**config.mk**
```make
export PLATFORM = sky130hd
export DESIGN_NAME = bist_march_gen
export DESIGN_NICKNAME = d
export VERILOG_FILES = /design/src/rtl/bist_march_gen.sv
export SDC_FILE = /design/constraint.sdc
export NUM_CORES = 1
export LEC_CHECK = 0
export CORE_ASPECT_RATIO = 0.75
export CORE_MARGIN = 8
export CORE_UTILIZATION = 40
export CTS_BUF_LIST = sky130_fd_sc_hd__clkbuf_8
export DETAILED_ROUTE_END_ITERATION = 8
export DONT_BUFFER_PORTS = 1
export GPL_TIMING_DRIVEN = 0
export PLACE_DENSITY = 0.56
export SLEW_MARGIN = 10
export SYNTH_ARGS = -nofsm -noshare
export SYNTH_HDL_FRONTEND = slang
export SYNTH_SLANG_ARGS = --single-unit
```
**constraint.sdc**
```tcl
create_clock -name clk -period 2.15 [get_ports clk]
set_clock_uncertainty 0.1 [all_clocks]
set_input_delay 0.645 -clock clk [delete_from_list [all_inputs] [get_ports clk]]
set_output_delay 0.645 -clock clk [all_outputs]
set_load 0.005 [all_outputs]
```
**src/rtl/bist_march_gen.sv**
```systemverilog
// bist_march_gen: March C- sequencer for the SRAM BIST datapath.
//
// Sequence (D0 = BG_PATTERN, D1 = ~BG_PATTERN):
//   M0 up(w D0)  M1 up(r D0, w D1)  M2 up(r D1, w D0)
//   M3 down(r D0, w D1)  M4 down(r D1, w D0)  M5 up(r D0)
// The sequencer issues one SRAM op per cycle with no bubbles. Each read is followed one cycle
// later by exp_valid/exp_data. The comparator's cmp_eq is sampled in that cycle.
//
// Ports:
//   clk, rst          rising-edge clock, synchronous active-high reset
//   start             begin a test (honoured only when idle or done)
//   mem_addr/we/re    SRAM address and strobes (read data returns next cycle)
//   mem_wdata         SRAM write data
//   exp_data/valid    expected read data for the comparator, and its valid flag
//   cmp_eq            comparator equality result
//   busy, done        test in progress / test finished (done held until restart or reset)
//   fail, fail_addr   sticky mismatch flag and address of the first mismatching read
//   fail_count        mismatch count, saturating at 255
//
// Optional feature: define BIST_STOP_ON_FAIL_EN to abort the test at the first mismatch.

module bist_march_gen #(
    parameter int unsigned              ADDR_WIDTH = 4,
    parameter int unsigned              DATA_WIDTH = 8,
    parameter logic [DATA_WIDTH-1:0]    BG_PATTERN = 8'h00
) (
    input  logic                  clk,
    input  logic                  rst,
    input  logic                  start,
    output logic [ADDR_WIDTH-1:0] mem_addr,
    output logic                  mem_we,
    output logic                  mem_re,
    output logic [DATA_WIDTH-1:0] mem_wdata,
    output logic [DATA_WIDTH-1:0] exp_data,
    output logic                  exp_valid,
    input  logic                  cmp_eq,
    output logic                  busy,
    output logic                  done,
    output logic                  fail,
    output logic [ADDR_WIDTH-1:0] fail_addr,
    output logic [7:0]            fail_count
);

    localparam logic [DATA_WIDTH-1:0] D0       = BG_PATTERN;
    localparam logic [DATA_WIDTH-1:0] D1       = ~BG_PATTERN;
    localparam logic [ADDR_WIDTH-1:0] ADDR_MAX = '1;

`ifdef BIST_STOP_ON_FAIL_EN
    localparam bit StopOnFail = 1'b1;
`else
    localparam bit StopOnFail = 1'b0;
`endif

    typedef enum logic [1:0] {StIdle, StRun, StDrain, StDone} state_e;

    state_e                  state_q;
    logic [2:0]              elem_q;      // current march element, 0..5
    logic [ADDR_WIDTH-1:0]   exp_addr_q;  // address of the read now being compared

    logic [2:0]              nxt_elem;
    logic [ADDR_WIDTH-1:0]   nxt_addr;
    logic                    nxt_we;
    logic                    addr_done;
    logic                    elem_end;
    logic                    last_op;
    logic                    mismatch;

    function automatic logic [DATA_WIDTH-1:0] wr_data(input logic [2:0] e);
        return (e == 3'd1 || e == 3'd3) ? D1 : D0;
    endfunction

    function automatic logic [DATA_WIDTH-1:0] rd_data(input logic [2:0] e);
        return (e == 3'd2 || e == 3'd4) ? D1 : D0;
    endfunction

    function automatic logic is_down(input logic [2:0] e);
        return (e == 3'd3 || e == 3'd4);
    endfunction

    assign mismatch = exp_valid && !cmp_eq;

    // Next op: a write (or M5's lone read) finishes the current address.
    always_comb begin
        addr_done = mem_we || (elem_q == 3'd5);
        elem_end  = is_down(elem_q) ? (mem_addr == '0) : (mem_addr == ADDR_MAX);
        last_op   = addr_done && elem_end && (elem_q == 3'd5);
        nxt_elem  = elem_q;
        nxt_addr  = mem_addr;
        nxt_we    = 1'b1;
        if (!addr_done) begin
            nxt_we = 1'b1;
        end else if (!elem_end) begin
            nxt_addr = is_down(elem_q) ? mem_addr - 1'b1 : mem_addr + 1'b1;
            nxt_we   = (elem_q == 3'd0);
        end else begin
            // Elements M1..M5 all open with a read.
            nxt_elem = elem_q + 3'd1;
            nxt_addr = is_down(nxt_elem) ? ADDR_MAX : '0;
            nxt_we   = 1'b0;
        end
    end

    always_ff @(posedge clk) begin
        if (rst) begin
            state_q    <= StIdle;
            elem_q     <= '0;
            exp_addr_q <= '0;
            mem_addr   <= '0;
            mem_we     <= 1'b0;
            mem_re     <= 1'b0;
            mem_wdata  <= '0;
            exp_data   <= '0;
            exp_valid  <= 1'b0;
            busy       <= 1'b0;
            done       <= 1'b0;
            fail       <= 1'b0;
            fail_addr  <= '0;
            fail_count <= '0;
        end else begin
            exp_valid <= 1'b0;
            exp_data  <= '0;

            if (mismatch) begin
                fail <= 1'b1;
                if (!fail) fail_addr <= exp_addr_q;
                if (fail_count != 8'hFF) fail_count <= fail_count + 8'd1;
            end

            case (state_q)
                StIdle, StDone: begin
                    if (start) begin
                        state_q    <= StRun;
                        busy       <= 1'b1;
                        done       <= 1'b0;
                        fail       <= 1'b0;
                        fail_addr  <= '0;
                        fail_count <= '0;
                        elem_q     <= '0;
                        mem_addr   <= '0;
                        mem_we     <= 1'b1;
                        mem_re     <= 1'b0;
                        mem_wdata  <= D0;
                    end
                end
                StRun: begin
                    if (StopOnFail && mismatch) begin
                        state_q   <= StDone;
                        busy      <= 1'b0;
                        done      <= 1'b1;
                        mem_addr  <= '0;
                        mem_we    <= 1'b0;
                        mem_re    <= 1'b0;
                        mem_wdata <= '0;
                    end else begin
                        if (mem_re) begin
                            exp_valid  <= 1'b1;
                            exp_data   <= rd_data(elem_q);
                            exp_addr_q <= mem_addr;
                        end
                        if (last_op) begin
                            state_q   <= StDrain;
                            mem_addr  <= '0;
                            mem_we    <= 1'b0;
                            mem_re    <= 1'b0;
                            mem_wdata <= '0;
                        end else begin
                            elem_q    <= nxt_elem;
                            mem_addr  <= nxt_addr;
                            mem_we    <= nxt_we;
                            mem_re    <= !nxt_we;
                            mem_wdata <= nxt_we ? wr_data(nxt_elem) : '0;
                        end
                    end
                end
                StDrain: begin
                    state_q <= StDone;
                    busy    <= 1'b0;
                    done    <= 1'b1;
                end
                default: state_q <= StIdle;
            endcase
        end
    end

endmodule

```
Word-level counts from Yosys, hierarchy flattened
Index checks and enable logic that the tools add are counted.

storage, ports and cells
  register bits after elaboration = 47
  bits of input ports = 4

operators by class
  add/sub/neg operators = 4
  equality and inequality tests = 17
  mux-type cells = 44
  bitwise logic cells = 2
  reduce and logical (&&, ||, !) cells = 24

operators by type and width
  kind                                                 number
  two-way mux 8 bit                                    9
  two-way mux 4 bit                                    10
  case mux 8 bit (2 select lines)                      1
  equality test 3 x 2 -> 1 bit, second input constant  4
  two-way mux 3 bit                                    4
  two-way mux 1 bit                                    11
  equality test 3 bit, second input constant           3
  adder 8 x 1 -> 8 bit, second input constant          1
  != test 8 bit, second input constant                 1
  case mux 1 bit (2 select lines)                      4
  case mux 4 bit (2 select lines)                      1
  AND reduction 2 bit                                  4
  != test 2 bit, second input constant                 3
  case mux 2 bit (3 select lines)                      1
  case mux 3 bit (2 select lines)                      1
  AND reduction 3 bit                                  2
  logical OR 1 bit                                     5
  adder 4 x 1 -> 4 bit, second input constant          1
  equality test 2 bit, second input constant           2
  equality test 4 bit, second input constant           1
  zero test 4 bit                                      1
  two-way mux 2 bit                                    2
  nonzero test 2 bit                                   2
  OR reduction 2 bit                                   2
  11 further kinds                                     15

Depth between registers and ports, before layout
  depth in word-level cells = 11
  gate-level depth with buffers = 9

Worst setup path before layout
Ideal clock, no wire load.

  kind = register -> register
  start point = register elem_q[0]
  end point = register mem_addr[3]
  setup time = 0.101 ns
  data arrival time = 2.142 ns
  path slack = -0.193 ns
  cell stages (with the launch flop) = 10
  clock period less this slack = 2.343 ns
  cells stage by stage = dfxtp_1 > inv_1 > ha_1 > mux2_2 > ha_1 > a21o_1 > a21oi_1 > xor2_1 > nor3_1 > o41ai_1

on the way
  cells in the longest elaborated chain, start to end = 8

RTL lines
  element                                                              RTL line  RTL
  start: declaration                                                   57        logic [2:0] elem_q;
  start signal: assignment                                             167       elem_q <= nxt_elem;
  adder 3 x 1 -> 3 bit                                                 97        nxt_elem = elem_q + 3'd1;
  equality test 3 x 2 -> 1 bit or equality test 3 bit (tied branches)  77        return (e == 3'd3 || e == 3'd4);
  logical OR 1 bit                                                     77
  two-way mux 4 bit                                                    98        nxt_addr = is_down(nxt_elem) ? ADDR_MAX : '0;
  two-way mux 4 bit                                                    92        end else if (!elem_end) begin
  two-way mux 4 bit                                                    90        if (!addr_done) begin
  two-way mux 4 bit                                                    160       if (last_op) begin
  case mux 4 bit (2 select lines)                                      129       case (state_q)
  end signal: assignment                                               168       mem_addr <= nxt_addr;
  end: declaration                                                     30        output logic [ADDR_WIDTH-1:0] mem_addr,

Several ways; a longest one is shown, not always the timed one. The select of a mux whose other input is x is not followed.
A chain may end at the register's enable or synchronous reset.

Final worst setup path
Same ends and word-level chain as after synthesis.

==> run_summary.xml <==
<?xml version="1.0" encoding="UTF-8"?>
<metrics>
  <group name="critical_path">
    <metric name="cpMaxStageDelayCell" unit="">sky130_fd_sc_hd__dfxtp_4</metric>
    <metric name="critical_path.max_fanout" unit="">4</metric>
    <metric name="worst-endpoint-arrival" unit="ps">2220</metric>
    <metric name="timing.critical_path.required" unit="ps">2250</metric>
    <metric name="timing.critical_path.mode_cell" unit="">sky130_fd_sc_hd__ha_4</metric>
    <metric name="critPathLaunchType" unit="">register</metric>
    <metric name="cp_cell_sequence" unit="">inv_4 &gt; ha_4 &gt; mux2_4 &gt; buf_4 &gt; ha_4 &gt; a21oi_2 &gt; xor2_1 &gt; and3_1 &gt; o41ai_2</metric>
    <metric name="cp_slowest_stage_delay" unit="ps">390</metric>
    <metric name="setup.worst_path.end_class" unit="">register</metric>
    <metric name="timing.setup.critical_path_class" unit="">register to register</metric>
  </group>
  <group name="die">
    <metric name="rows" unit="">21</metric>
    <metric name="top_level_ports" unit="">42</metric>
    <metric name="dieArea" unit="um2">6980</metric>
    <metric name="design.core.area" unit="um2">4410</metric>
    <metric name="die_y" unit="um">74.4</metric>
    <metric name="initial_standard_cell_utilization_of_the_core" unit="%">41.2</metric>
    <metric name="die_width" unit="um">93.8</metric>
  </group>
  <group name="route">
    <metric name="num_vias" unit="">1544</metric>
    <metric name="highest-signal-layer" unit="">met4</metric>
    <metric name="starting_drt_drc_count" unit="">84</metric>
    <metric name="wirelength_met1" unit="um">2150</metric>
    <metric name="met2WireLength" unit="um">1760</metric>
    <metric name="drc" unit="">0</metric>
    <metric name="detailroute.wirelength.met3" unit="um">432</metric>
    <metric name="routed_via_density" unit="">5.42</metric>
    <metric name="antenna_left" unit="">0</metric>
    <metric name="wire_per_inst" unit="um">15.5</metric>
    <metric name="dr.pass1.iters" unit="">4</metric>
    <metric name="drt_wl_total" unit="um">4410</metric>
  </group>
  <group name="synthesis">
    <metric name="synth_top_area_share" unit="%">36.3</metric>
    <metric name="synth.net_count" unit="">229</metric>
    <metric name="yosys.cell_types.count" unit="">41</metric>
    <metric name="top_post_synthesis_cells_by_area" unit="">sky130_fd_sc_hd__dfxtp_1 36%, sky130_fd_sc_hd__ha_1 7.6%, sky130_fd_sc_hd__buf_4 5.8%</metric>
    <metric name="most_common_cell_in_the_netlist" unit="">sky130_fd_sc_hd__dfxtp_1</metric>
    <metric name="asyncSetResetFlopFracSynth" unit="%">0</metric>
    <metric name="ys.flop_type" unit="">sky130_fd_sc_hd__dfxtp_1</metric>
    <metric name="synth_top_cell_by_area" unit="">sky130_fd_sc_hd__dfxtp_1</metric>
    <metric name="synth_top_cells_by_count" unit="">33 x sky130_fd_sc_hd__dfxtp_1, 24 x sky130_fd_sc_hd__nand2_1, 20 x sky130_fd_sc_hd__a21oi_1</metric>
    <metric name="syn-cell-area" unit="um2">1820</metric>
    <metric name="synth_enable_flop_cells" unit="">0</metric>
    <metric name="synth.yosys.seq_area_share" unit="%">36.3</metric>
    <metric name="synth-warning-count" unit="">0</metric>
    <metric name="synth_cells" unit="">213</metric>
    <metric name="synth.ff_latch_count" unit="">33</metric>
    <metric name="average_size_of_a_mapped_cell" unit="um2">8.54</metric>
  </group>
  <group name="cells_and_area">
    <metric name="post_layout_nonfiller_instances" unit="">285</metric>
    <metric name="syn_to_final_growth" unit="%">18.9</metric>
    <metric name="layout_cell_share_with_drive_strength_beyond_1" unit="%">23.2</metric>
    <metric name="number_of_nets_at_the_end_of_the_flow" unit="">243</metric>
    <metric name="n_antenna_cell" unit="">0</metric>
    <metric name="fill_cells" unit="">434</metric>
  </group>
  <group name="flow_run">
    <metric name="drv_cap" unit="">0</metric>
  </group>
  <group name="cts">
    <metric name="root_buffer" unit="">sky130_fd_sc_hd__clkbuf_8</metric>
    <metric name="clkSlewWorstSetupHoldPaths" unit="ps">70</metric>
    <metric name="cts_sinks" unit="">33</metric>
    <metric name="cts_made_buffers" unit="">5</metric>
    <metric name="clk-insertion-delay-late" unit="ps">290</metric>
    <metric name="clock_tree.buffer_depth" unit="">2</metric>
    <metric name="ctsHtreeMaxLevel" unit="">2</metric>
    <metric name="tritoncts" unit="">yes</metric>
    <metric name="cts_hold_buffers" unit="">0</metric>
  </group>
  <group name="place">
    <metric name="post-place-cells" unit="">270</metric>
    <metric name="port_buffers" unit="">0</metric>
    <metric name="final_weighted_congestion_of_routability_driven_global_placement" unit="">0.807</metric>
    <metric name="hpwl" unit="um">3140</metric>
  </group>
  <group name="timing">
    <metric name="finalWorstPathRequiredPeriod" unit="ps">2120</metric>
    <metric name="max_slew_margin" unit="%">59.5</metric>
    <metric name="finalSetupViolCount" unit="">0</metric>
    <metric name="timing_max_transition_violations_final" unit="">0</metric>
    <metric name="clock.fmax" unit="MHz">471</metric>
    <metric name="timing_hold_violations_final" unit="">0</metric>
    <metric name="worst_max_slew_pin_slew" unit="ps">605</metric>
    <metric name="post-route-period-util" unit="%">98.8</metric>
    <metric name="setup_repair_after_global_routing_missed_its_margin" unit="">yes</metric>
  </group>
  <group name="hold_path">
    <metric name="worst_hold_path_type" unit="">register to register</metric>
  </group>
  <group name="grt">
    <metric name="grt_pass1_wl" unit="um">6970</metric>
    <metric name="overflow" unit="">0</metric>
    <metric name="grt_start_max_net_pins" unit="">11</metric>
    <metric name="grt_pass1_vias" unit="">1347</metric>
    <metric name="grt_antenna_before_repair" unit="">0</metric>
    <metric name="grt.total_usage" unit="%">12.8</metric>
  </group>
  <group name="pwr">
    <metric name="total_power" unit="mW">1.76</metric>
    <metric name="cellPowerDensity" unit="nW/um2">812</metric>
    <metric name="power.ir.vdd_worst" unit="uV">502</metric>
    <metric name="total_leakage_power" unit="nW">0.803</metric>
  </group>
  <group name="status">
    <metric name="status" unit="">finished, final reports clean</metric>
  </group>
</metrics>
==> cell usage in the layout, fill, tap and decap left out, types with 2 or more instances in the layout <==
master,netlist,layout
sky130_fd_sc_hd__a21o_1,5,5
sky130_fd_sc_hd__nor2_1,15,15
sky130_fd_sc_hd__nand2_1,24,24
sky130_fd_sc_hd__mux2i_1,5,4
sky130_fd_sc_hd__inv_1,8,7
sky130_fd_sc_hd__nand3_1,10,10
sky130_fd_sc_hd__a31oi_1,5,5
sky130_fd_sc_hd__nand2b_1,2,2
sky130_fd_sc_hd__buf_4,14,22
sky130_fd_sc_hd__clkbuf_1,5,3
sky130_fd_sc_hd__dfxtp_1,33,31
sky130_fd_sc_hd__nor3b_1,2,2
sky130_fd_sc_hd__a311oi_2,1,2
sky130_fd_sc_hd__ha_1,11,7
sky130_fd_sc_hd__inv_4,0,2
sky130_fd_sc_hd__a21oi_1,20,19
sky130_fd_sc_hd__dfxtp_4,0,2
sky130_fd_sc_hd__and3_1,3,3
sky130_fd_sc_hd__nand3b_1,2,2
sky130_fd_sc_hd__nor2b_1,2,2
sky130_fd_sc_hd__nand4_1,5,5
sky130_fd_sc_hd__xor2_1,6,6
sky130_fd_sc_hd__ha_4,0,4
sky130_fd_sc_hd__o21ai_0,7,7
sky130_fd_sc_hd__mux2_4,1,2
sky130_fd_sc_hd__nor3_1,5,4
sky130_fd_sc_hd__a32o_1,3,3
sky130_fd_sc_hd__clkbuf_8,0,6
==> metal layers <==
layer,track usage (%),up-vias
li1,-,764
met1,16.8,730
met2,17.3,44
met3,5.44,6
met4,6.30,0
met5,0,-
==> worst paths after layout <==
| path | start | end | slack, ps | depth (start not counted) |
|---|---|---|---|---|
| max | elem_q[0] | mem_addr[3] | 30 | 9 |
| min | exp_addr_q[3] | fail_addr[3] | 360 | 2 |
| max reg2reg | elem_q[0] | mem_addr[3] | 30 | 9 |
| min reg2reg | exp_addr_q[3] | fail_addr[3] | 360 | 2 |
==> what timing repair did <==
action | 4_1_cts | 5_1_grt
setup buffers | 6 | 2
endpoints found under the setup margin | 11 | 17
resized for setup | 10 | 7
pin swaps | 5 | 5
==> stage by stage <==
stage / TNS (ps) / cell area, um2 / hold WS (ps) / worst slack, ps / utilization (%)
after floorplan: 0 / 1840 / 332 / 18.1 / -
after detailed placement: -3460 / 1910 / 351 / -342 / 43.3
after global placement: -3790 / 1910 / 347 / -372 / 43.3
final: 0 / 2160 / 356 / 26.7 / 49.0
after global routing: -102 / 2160 / 379 / -76.1 / 49.0
after CTS: -27.2 / 2120 / 361 / -27.2 / 48.1
==> kinds of logic (layout without fill, tap and decap cells) <==
kind of cell	Yosys count	after routing	synth area share (%)
multiplexers	8	8	4.82
buffers and inverters	31	46	9.77
XOR/XNOR	7	7	3.37
flip-flops	33	33	36.3
AO/OA/AOI/OAI	48	48	17.1
adder cells (fa/ha/maj)	12	12	8.67
AND/OR/NAND/NOR	74	74	20.0
==> sequential cells by signal (all words and copies together), names as in the netlist <==
signal,count
elem_q,3
mem_addr,4
mem_wdata,1
fail_count,8
fail,1
state_q,2
mem_re,1
exp_valid,1
exp_addr_q,4
fail_addr,4
mem_we,1
done,1
exp_data,1
busy,1
==> worst max-delay path: cells and delay by family, from the launching register on <==
kind | cells | cell delay [ps]
mux | 1 | 290
fa+ha+maj | 2 | 410
compound gates | 2 | 300
xor+xnor | 1 | 150
simple gates | 1 | 180
flops | 1 | 390
buf+inv | 2 | 200
==> power breakdown <==
part / internal [mW] / leakage [nW] / switching (mW)
Combinational: 0.168 / 0.472 / 0.293
Clock: 0.373 / 0.0626 / 0.230
Sequential: 0.649 / 0.268 / 0.0430
Total: 1.19 / 0.803 / 0.566
==> layout make-up <==
class / count / area, um2 / area share [%]
Sequential cell: 33 / 668 / 30.9
Timing Repair Buffer: 8 / 60.1 / 2.78
Tap cell: 57 / 71.3 / 3.30
Clock inverter: 2 / 33.8 / 1.56
Multi-Input combinational cell: 149 / 1060 / 49.2
Buffer: 21 / 141 / 6.54
Clock buffer: 6 / 82.6 / 3.82
Inverter: 9 / 40.0 / 1.85
(Power assumes the default switching activity.)
